## src/rtl/clic_target_arbiter.sv

```systemverilog
`default_nettype none
// +------------------------------------------------------------------------+
// | clic_target_arbiter: shares one core interrupt port among N CLIC       |
// | target handshakes, with latched payload and kill-based preemption.     |
// | Revision: 1.0                                                          |
// +------------------------------------------------------------------------+
module clic_target_arbiter #(
  parameter int unsigned N_TARGET  = 2,
  parameter int unsigned SrcWidth  = 8,
  parameter int unsigned PrioWidth = 8,
  parameter int unsigned ModeWidth = 2,
  parameter int unsigned VsidWidth = 6,
  parameter int unsigned TgtWidth  = (N_TARGET > 1) ? $clog2(N_TARGET) : 1
) (
  input  logic                                clk_i,
  input  logic                                rst_i,
  input  logic [N_TARGET-1:0]                 tgt_valid_i,
  output logic [N_TARGET-1:0]                 tgt_ready_o,
  input  logic [N_TARGET-1:0][SrcWidth-1:0]   tgt_id_i,
  input  logic [N_TARGET-1:0][PrioWidth-1:0]  tgt_max_i,
  input  logic [N_TARGET-1:0][ModeWidth-1:0]  tgt_mode_i,
  input  logic [N_TARGET-1:0][VsidWidth-1:0]  tgt_vsid_i,
  input  logic [N_TARGET-1:0]                 tgt_v_i,
  input  logic [N_TARGET-1:0]                 tgt_shv_i,
  input  logic [N_TARGET-1:0]                 tgt_kill_req_i,
  output logic [N_TARGET-1:0]                 tgt_kill_ack_o,
  output logic                                irq_valid_o,
  input  logic                                irq_ready_i,
  output logic [SrcWidth-1:0]                 irq_id_o,
  output logic [PrioWidth-1:0]                irq_level_o,
  output logic [ModeWidth-1:0]                irq_mode_o,
  output logic [VsidWidth-1:0]                irq_vsid_o,
  output logic                                irq_v_o,
  output logic                                irq_shv_o,
  output logic                                irq_kill_req_o,
  input  logic                                irq_kill_ack_i,
  output logic [TgtWidth-1:0]                 irq_src_o
);

  localparam int unsigned KeyWidth = 2 + PrioWidth;

  typedef enum logic [1:0] {
    ST_IDLE  = 2'd0,
    ST_OFFER = 2'd1,
    ST_KILL  = 2'd2
  } state_e;

  // Machine mode first, then non-virtualized supervisor, then VS, then the rest.
  function automatic logic [KeyWidth-1:0] make_key(
    input logic [ModeWidth-1:0] mode,
    input logic                 v,
    input logic [PrioWidth-1:0] level
  );
    logic [1:0] rank;
    if (mode == ModeWidth'(3))            rank = 2'd3;
    else if (mode == ModeWidth'(1) && !v) rank = 2'd2;
    else if (mode == ModeWidth'(1))       rank = 2'd1;
    else                                  rank = 2'd0;
    return {rank, level};
  endfunction

  state_e                state_q, state_d;
  logic [TgtWidth-1:0]   src_q, src_d;
  logic [SrcWidth-1:0]   id_q, id_d;
  logic [PrioWidth-1:0]  level_q, level_d;
  logic [ModeWidth-1:0]  mode_q, mode_d;
  logic [VsidWidth-1:0]  vsid_q, vsid_d;
  logic                  v_q, v_d;
  logic                  shv_q, shv_d;
  logic                  cause_tgt_q, cause_tgt_d;

  logic [KeyWidth-1:0]   key_w [N_TARGET];
  logic [KeyWidth-1:0]   lat_key_w;
  logic [KeyWidth-1:0]   win_key_w;
  logic [TgtWidth-1:0]   win_idx_w;
  logic                  win_any_w;
  logic                  preempt_w;
  logic                  src_kill_w;
  logic [N_TARGET-1:0]   ready_w;
  logic [N_TARGET-1:0]   ack_w;

  for (genvar gi = 0; gi < N_TARGET; gi++) begin : g_key
    assign key_w[gi] = make_key(tgt_mode_i[gi], tgt_v_i[gi], tgt_max_i[gi]);
  end

  assign lat_key_w  = make_key(mode_q, v_q, level_q);
  assign src_kill_w = tgt_kill_req_i[src_q];

  // Strict compare on ascending index keeps the lowest index on equal keys.
  always_comb begin
    win_any_w = 1'b0;
    win_idx_w = '0;
    win_key_w = '0;
    for (int i = 0; i < N_TARGET; i++) begin
      if (tgt_valid_i[i] && (!win_any_w || key_w[i] > win_key_w)) begin
        win_any_w = 1'b1;
        win_idx_w = TgtWidth'(i);
        win_key_w = key_w[i];
      end
    end
  end

  always_comb begin
    preempt_w = 1'b0;
    for (int i = 0; i < N_TARGET; i++) begin
      if (tgt_valid_i[i] && (TgtWidth'(i) != src_q) && (key_w[i] > lat_key_w)) begin
        preempt_w = 1'b1;
      end
    end
  end

  always_comb begin
    state_d     = state_q;
    src_d       = src_q;
    id_d        = id_q;
    level_d     = level_q;
    mode_d      = mode_q;
    vsid_d      = vsid_q;
    v_d         = v_q;
    shv_d       = shv_q;
    cause_tgt_d = cause_tgt_q;
    ready_w     = '0;
    ack_w       = '0;

    case (state_q)
      ST_IDLE: begin
        if (win_any_w) begin
          state_d     = ST_OFFER;
          src_d       = win_idx_w;
          id_d        = tgt_id_i[win_idx_w];
          level_d     = tgt_max_i[win_idx_w];
          mode_d      = tgt_mode_i[win_idx_w];
          vsid_d      = tgt_vsid_i[win_idx_w];
          v_d         = tgt_v_i[win_idx_w];
          shv_d       = tgt_shv_i[win_idx_w];
          cause_tgt_d = 1'b0;
        end
      end
      ST_OFFER, ST_KILL: begin
        // A core accept takes priority over any kill still in flight.
        if (irq_ready_i) begin
          ready_w[src_q] = 1'b1;
          state_d        = ST_IDLE;
        end else if (!tgt_valid_i[src_q]) begin
          state_d = ST_IDLE;
        end else if (state_q == ST_OFFER) begin
          if (src_kill_w || preempt_w) begin
            state_d     = ST_KILL;
            cause_tgt_d = src_kill_w;
          end
        end else if (irq_kill_ack_i) begin
          if (cause_tgt_q || src_kill_w) begin
            ack_w[src_q] = 1'b1;
          end
          state_d = ST_IDLE;
        end else if (src_kill_w) begin
          cause_tgt_d = 1'b1;
        end
      end
      default: begin
        state_d = ST_IDLE;
      end
    endcase
  end

  always_ff @(posedge clk_i) begin
    if (rst_i) begin
      state_q     <= ST_IDLE;
      src_q       <= '0;
      id_q        <= '0;
      level_q     <= '0;
      mode_q      <= '0;
      vsid_q      <= '0;
      v_q         <= 1'b0;
      shv_q       <= 1'b0;
      cause_tgt_q <= 1'b0;
    end else begin
      state_q     <= state_d;
      src_q       <= src_d;
      id_q        <= id_d;
      level_q     <= level_d;
      mode_q      <= mode_d;
      vsid_q      <= vsid_d;
      v_q         <= v_d;
      shv_q       <= shv_d;
      cause_tgt_q <= cause_tgt_d;
    end
  end

  // Pulses are suppressed while reset is applied so an abort never completes a handshake.
  assign tgt_ready_o    = rst_i ? '0 : ready_w;
  assign tgt_kill_ack_o = rst_i ? '0 : ack_w;

  assign irq_valid_o    = (state_q != ST_IDLE);
  assign irq_kill_req_o = (state_q == ST_KILL);
  assign irq_id_o       = id_q;
  assign irq_level_o    = level_q;
  assign irq_mode_o     = mode_q;
  assign irq_vsid_o     = vsid_q;
  assign irq_v_o        = v_q;
  assign irq_shv_o      = shv_q;
  assign irq_src_o      = src_q;

endmodule
`default_nettype wire

```

## config.mk

```make
export PLATFORM = sky130hd
export DESIGN_NAME = clic_target_arbiter
export DESIGN_NICKNAME = d
export VERILOG_FILES = /design/src/rtl/clic_target_arbiter.sv
export SDC_FILE = /design/constraint.sdc
export NUM_CORES = 1
export LEC_CHECK = 0
export CAP_MARGIN = 20
export CORE_ASPECT_RATIO = 0.5
export CORE_MARGIN = 10
export CORE_UTILIZATION = 49
export DETAILED_ROUTE_END_ITERATION = 12
export PLACE_DENSITY_LB_ADDON = 0.25
export SLEW_MARGIN = 20
export SYNTH_ARGS = -nofsm -noshare
export SYNTH_HDL_FRONTEND = slang
export SYNTH_SLANG_ARGS = --single-unit
```

## constraint.sdc

```tcl
create_clock -name clk_i -period 9.1 [get_ports clk_i]
set_clock_uncertainty 0.15 [all_clocks]
set_input_delay 2.275 -clock clk_i [delete_from_list [all_inputs] [get_ports clk_i]]
set_output_delay 2.275 -clock clk_i [all_outputs]
set_load 0.01 [all_outputs]
```

; Yosys cells after proc, flatten, opt, wreduce, memory -nomap -nowiden
; Index checks and enable logic that the tools add are counted.
; W data, S select, Z words.
[totals]
regBits = 30
output_inout_bits = 33
[op_classes]
n_lt_le_gt_ge = 6
n_eq_ne = 16
mux = 58
n_bitwise = 1
n_reduce_logical = 23
[ops]
columns = op, count
row1 = $mux W2, 24
row2 = $mux W8, 4
row3 = $gt A10 B10 Y1, 3
row4 = $mux W1, 24
row5 = $mux W6, 2
row6 = $mux W10, 1
row7 = $ne A5 B5 Y1 const B, 2
row8 = $logic_and A1 B1 Y1, 9
row9 = $ne A3 B3 Y1 const B, 3
row10 = $eq A2 B1 Y1 const B, 4
row11 = $eq A2 B2 Y1 const B, 4
row12 = $reduce_and A7 Y1, 1
row13 = $ne A2 B2 Y1 const B, 3
row14 = $logic_not A1 Y1, 4
row15 = $lt A1 B2 Y1 const B, 2
row16 = $pmux W2 S2, 1
row17 = $reduce_bool A2 Y1, 2
row18 = $logic_or A1 B1 Y1, 3
row19 = $reduce_and A3 Y1, 1
row20 = $logic_not A2 Y1, 1
row21 = $pmux W1 S2, 1
row22 = $reduce_and A2 Y1, 1
row23 = $reduce_or A2 Y1, 1
row24 = $demux W1 S1, 1
row25 = other kinds (2), 2

; Logic depth before layout (Yosys ltp)
[logic_depth]
word_depth = 14
ltp_mapped = 11
mapped_depth_nobuf = 10

; Worst setup path after synthesis
; OpenSTA, ideal clock, no wires.
[synth_timing]
path_type = input port to output port
startpoint = input port rst_i
endpoint = output port tgt_kill_ack_o[0]
arrival_time_ns = 3.080
slack_ns = 3.595
stages = 3
path_buffers = 1
path_cell_list = buf_6 nor4b_1 o2111a_1
[synth_between]
elab_chain_len = 1
[synth_lines]
columns = element, line_no
row1 = start: declaration, 16  ; input logic rst_i,
row2 = $mux W2, 192  ; assign tgt_kill_ack_o = rst_i ? '0 : ack_w;
row3 = end: declaration, 26  ; output logic [N_TARGET-1:0] tgt_kill_ack_o,
; Every way passes these cells.

; Worst setup path after layout
[layout_timing]
startpoint = input port tgt_valid_i[0]
endpoint = output port tgt_kill_ack_o[0]
[layout_between]
elab_chain_len = 6
[layout_lines]
columns = element, line_no
row1 = start: declaration, 17  ; input logic [N_TARGET-1:0] tgt_valid_i,
row2 = $mux W1 (not written as such) (2 in a row), 144  ; end else if (!tgt_valid_i[src_q]) begin
row3 = $mux W2, 144
row4 = $mux W2, 141  ; if (irq_ready_i) begin
row5 = $mux W2, 125  ; case (state_q)
row6 = $mux W2, 192
; Every way passes these cells. The select of a mux whose other input is x is not followed.

==> impl_metrics.tcl <==
set metrics [dict create \
    routed_wl_mm 8.05 \
    final_hold_violation_count 0 \
    number_of_antenna_violations_at_the_first_check_in_global_routing 0 \
    final_core_util 0.717 \
    die-height_um 70.4 \
    number_of_enable_type_register_cells_in_the_synthesized_netlist 0 \
    leakage_power_of_the_design_nw 1.38 \
    insertion_delay_ns 0.28 \
    postSynth.topFlopCell "sky130_fd_sc_hd__dfxtp_1" \
    cap_violations 0 \
    drt_iter0_drc 200 \
    switching_share 0.361 \
    multiInputGateArea_um2 1750 \
    numPortBuffers 92 \
    fin_crit_sh 0.780 \
    post_synthesis_instance_area_um2 2490 \
    n_antenna_cell 0 \
    seq_area_um2 601 \
    layout-drive-gt1-share 0.0557 \
    worst-endpoint-arrival_ns 4.67 \
    clk_transition_reported_paths_ns 0.06 \
    synth.ff_latch_count 30 \
    timing.critical_path.slowest_cell_delay_ns 0.84 \
    fp.coreArea_um2 4930 \
    critical_path.top_delay_family "buffers and inverters" \
    setup_violations 0 \
    drt_drc_violations_left 0 \
    cp.buffers_inverters 2 \
    io_pins 93 \
    placementRows 18 \
    hold_path.class "flop to flop" \
    clock_tree.buffer_depth 2 \
    criticalPathCategory "input pin to output pin" \
    cts_hold_repair.buffers 0 \
    final_cell_mix "92 x sky130_fd_sc_hd__clkdlybuf4s50_1, 36 x sky130_fd_sc_hd__nor2_1, 33 x sky130_fd_sc_hd__ha_1" \
    synth-async-reset-ratio 0 \
    path_cells "clkdlybuf4s50_1, mux2i_1, nor4b_1, o2111a_1, clkdlybuf4s50_1" \
    cp_data_required_time_ns 6.68 \
    synth.yosys.warnings 0 \
    critical_path.max_fanout 16 \
    maxSlewViolCount 0 \
    initial_cell_density_of_the_core 0.505 \
    critical_path.startpoint_type "input pin" \
    drt.antenna.violating_nets 0 \
    global_route.overflow_total 0 \
    critical-path-top-cell-by-count "sky130_fd_sc_hd__clkdlybuf4s50_1" \
    cts_tree "yes" \
    holdCritStartpoint "irq_id_o[4]" \
    track_usage 0.183 \
    cellInternalPower_mw 0.320 \
    synth.yosys.seq_area_share 0.241 \
    die-width_um 121 \
    p_per_area_nw_per_um2 142 \
    share_comb_of_total_power 0.443 \
    tns_setup_ns 0 \
    timing_worst_slew_pin_value_ns 1.07 \
    finalCriticalPeriod_ns 7.10 \
    grt_first_pass_wirelength_mm 13.0 \
    weighted_congestion_reported_at_the_end_of_routability_driven_placement 0.880 \
    die_area_um2 8510 \
    cell_chosen_for_the_clock_root "sky130_fd_sc_hd__clkbuf_8" \
    most_frequent_standard_cell_in_the_layout_excluding_fill_and_tap_cells "sky130_fd_sc_hd__clkdlybuf4s50_1" \
    synth_cells 314 \
    final_cells 465 \
    via_count 2670 \
    post_cts.repair.setup_buffers 0 \
    net-switching-power_mw 0.181 \
    report.power.total_mw 0.501 \
    filler_cell_count 394 \
    rr_worst_depth 9 \
    ir_drop_mv 0.0826 \
    postSynthNetCount 407 \
    fmax_mhz 141 \
    endpoint_kind "output pin" \
    avgRoutedWirePerCell_um 17.3 \
    clock_sinks 30 \
    seq_power_share 0.330 \
    layout-area-overhead-vs-synth_pct 41.9 \
    cts-buffers-inserted 5 \
    result_of_the_run "finished, final reports clean" \
    clkPwrFrac 0.228 \
    cpMaxStageDelayCell "sky130_fd_sc_hd__clkdlybuf4s50_1" \
    dr.pass1.iters 5 \
    place_inst 457 \
    grt_max_degree 53 \
    critical_path.reg2reg.startpoint "irq_v_o" \
    rsz0062_at_grt "false" \
    worstSetupStartpoint "tgt_valid_i[0]" \
    first_global_vias 2592 \
    critical_path_cell_count 5 \
    post_cts_resize_count 0 \
    syn_area_per_cell_um2 7.94 \
    viasPerCell 5.74 \
    whs_path_depth 2 \
    htree_levels 2 \
    hpwl_mm 6.17 \
    finish.net_count 487 \
    synth_cell_type_count 49 \
    max_slew_margin 0.283 \
]
sequential cells by signal, indices dropped and copies added (netlist names):
name and cells:
cause_tgt_q 1, irq_id_o 8, irq_v_o 1, irq_mode_o 2, irq_level_o 8, irq_shv_o 1
irq_vsid_o 6, state_q 2, irq_src_o 1
synthesized netlist by cell type, types with 2 or more instances:
cell | instances | area share
sky130_fd_sc_hd__nand3_1 | 29 | 0.058
sky130_fd_sc_hd__a311oi_1 | 26 | 0.091
sky130_fd_sc_hd__dfxtp_1 | 30 | 0.24
sky130_fd_sc_hd__a21oi_1 | 8 | 0.016
sky130_fd_sc_hd__o21ai_1 | 23 | 0.046
sky130_fd_sc_hd__nand2_1 | 14 | 0.021
sky130_fd_sc_hd__mux2i_1 | 5 | 0.020
sky130_fd_sc_hd__and3_1 | 2 | 0.0050
sky130_fd_sc_hd__clkbuf_1 | 18 | 0.027
sky130_fd_sc_hd__maj3_1 | 2 | 0.0080
sky130_fd_sc_hd__a21o_1 | 6 | 0.018
sky130_fd_sc_hd__o21a_1 | 4 | 0.012
sky130_fd_sc_hd__or2b_1 | 2 | 0.0060
sky130_fd_sc_hd__a32oi_1 | 2 | 0.0070
sky130_fd_sc_hd__nand2b_1 | 3 | 0.0075
sky130_fd_sc_hd__ha_1 | 33 | 0.17
sky130_fd_sc_hd__nand4_1 | 4 | 0.010
sky130_fd_sc_hd__o2111a_1 | 2 | 0.0090
sky130_fd_sc_hd__nor2_1 | 37 | 0.056
sky130_fd_sc_hd__buf_6 | 2 | 0.0090
sky130_fd_sc_hd__nor2b_1 | 3 | 0.0075
sky130_fd_sc_hd__inv_1 | 20 | 0.030
sky130_fd_sc_hd__o21ai_0 | 10 | 0.020
sky130_fd_sc_hd__a21boi_0 | 2 | 0.0060
sky130_fd_sc_hd__a211oi_1 | 2 | 0.0060
sky130_fd_sc_hd__o21ai_2 | 2 | 0.0070
worst paths after layout:
check	endpoint	slack, ns
max reg2reg	state_q[0]	6.51
min reg2reg	irq_id_o[4]	0.35
max	tgt_kill_ack_o[0]	2.00
min	irq_id_o[4]	0.35
per-stage QoR:
stage | hold WS, ns | setup WS [ns] | cell area [um2]
after floorplan | 0.315 | 3.60 | 2490
final | 0.346 | 2.00 | 3540
after global placement | 0.334 | 2.15 | 3430
after global routing | 0.372 | 1.88 | 3540
after detailed placement | 0.342 | 2.01 | 3430
after CTS | 0.351 | 2.00 | 3520
per-layer routing:
metal / global-route usage / up-vias / wire, um
met2: 0.299 / 100 / 3590
met3: 0.0666 / 6 / 744
met1: 0.226 / 1232 / 3650
li1: - / 1332 / -
met4: 0.0319 / 0 / 62
met5: 0 / - / 0
power by group through the flow:
stage / logic, mW / clock network, mW / registers (mW)
3_3_place_gp: 0.213 / 0 / 0.167
6_report: 0.222 / 0.114 / 0.165
4_1_cts: 0.221 / 0.115 / 0.165
3_5_place_dp: 0.220 / 0 / 0.168
5_1_grt: 0.245 / 0.122 / 0.167
2_1_floorplan: 0.118 / 0 / 0.173
cell type report:
class                      count  share of cell area
sequential                    30               0.170
inverter                      20              0.0212
timing repair buffer          93               0.263
clock buffer                   7              0.0244
tap                           70              0.0248
clock inverter                 1             0.00142
multi-input combinational    244               0.496
tightest hold or removal path: cells and delay by family, from the launching register on:
kind,cells,cell delay (ns)
compound gates,1,0.05
flops,1,0.31
simple gates,1,0.09
cells by family after synthesis:
group / count (synthesis) / share of synthesized area
buffers and inverters: 40 / 0.0663
AND/OR/NAND/NOR: 103 / 0.202
flip-flops: 30 / 0.241
multiplexers: 6 / 0.0261
adder cells (fa/ha/maj): 35 / 0.174
XOR/XNOR: 2 / 0.00703
AO/OA/AOI/OAI: 98 / 0.284
(Power assumes the default switching activity.)
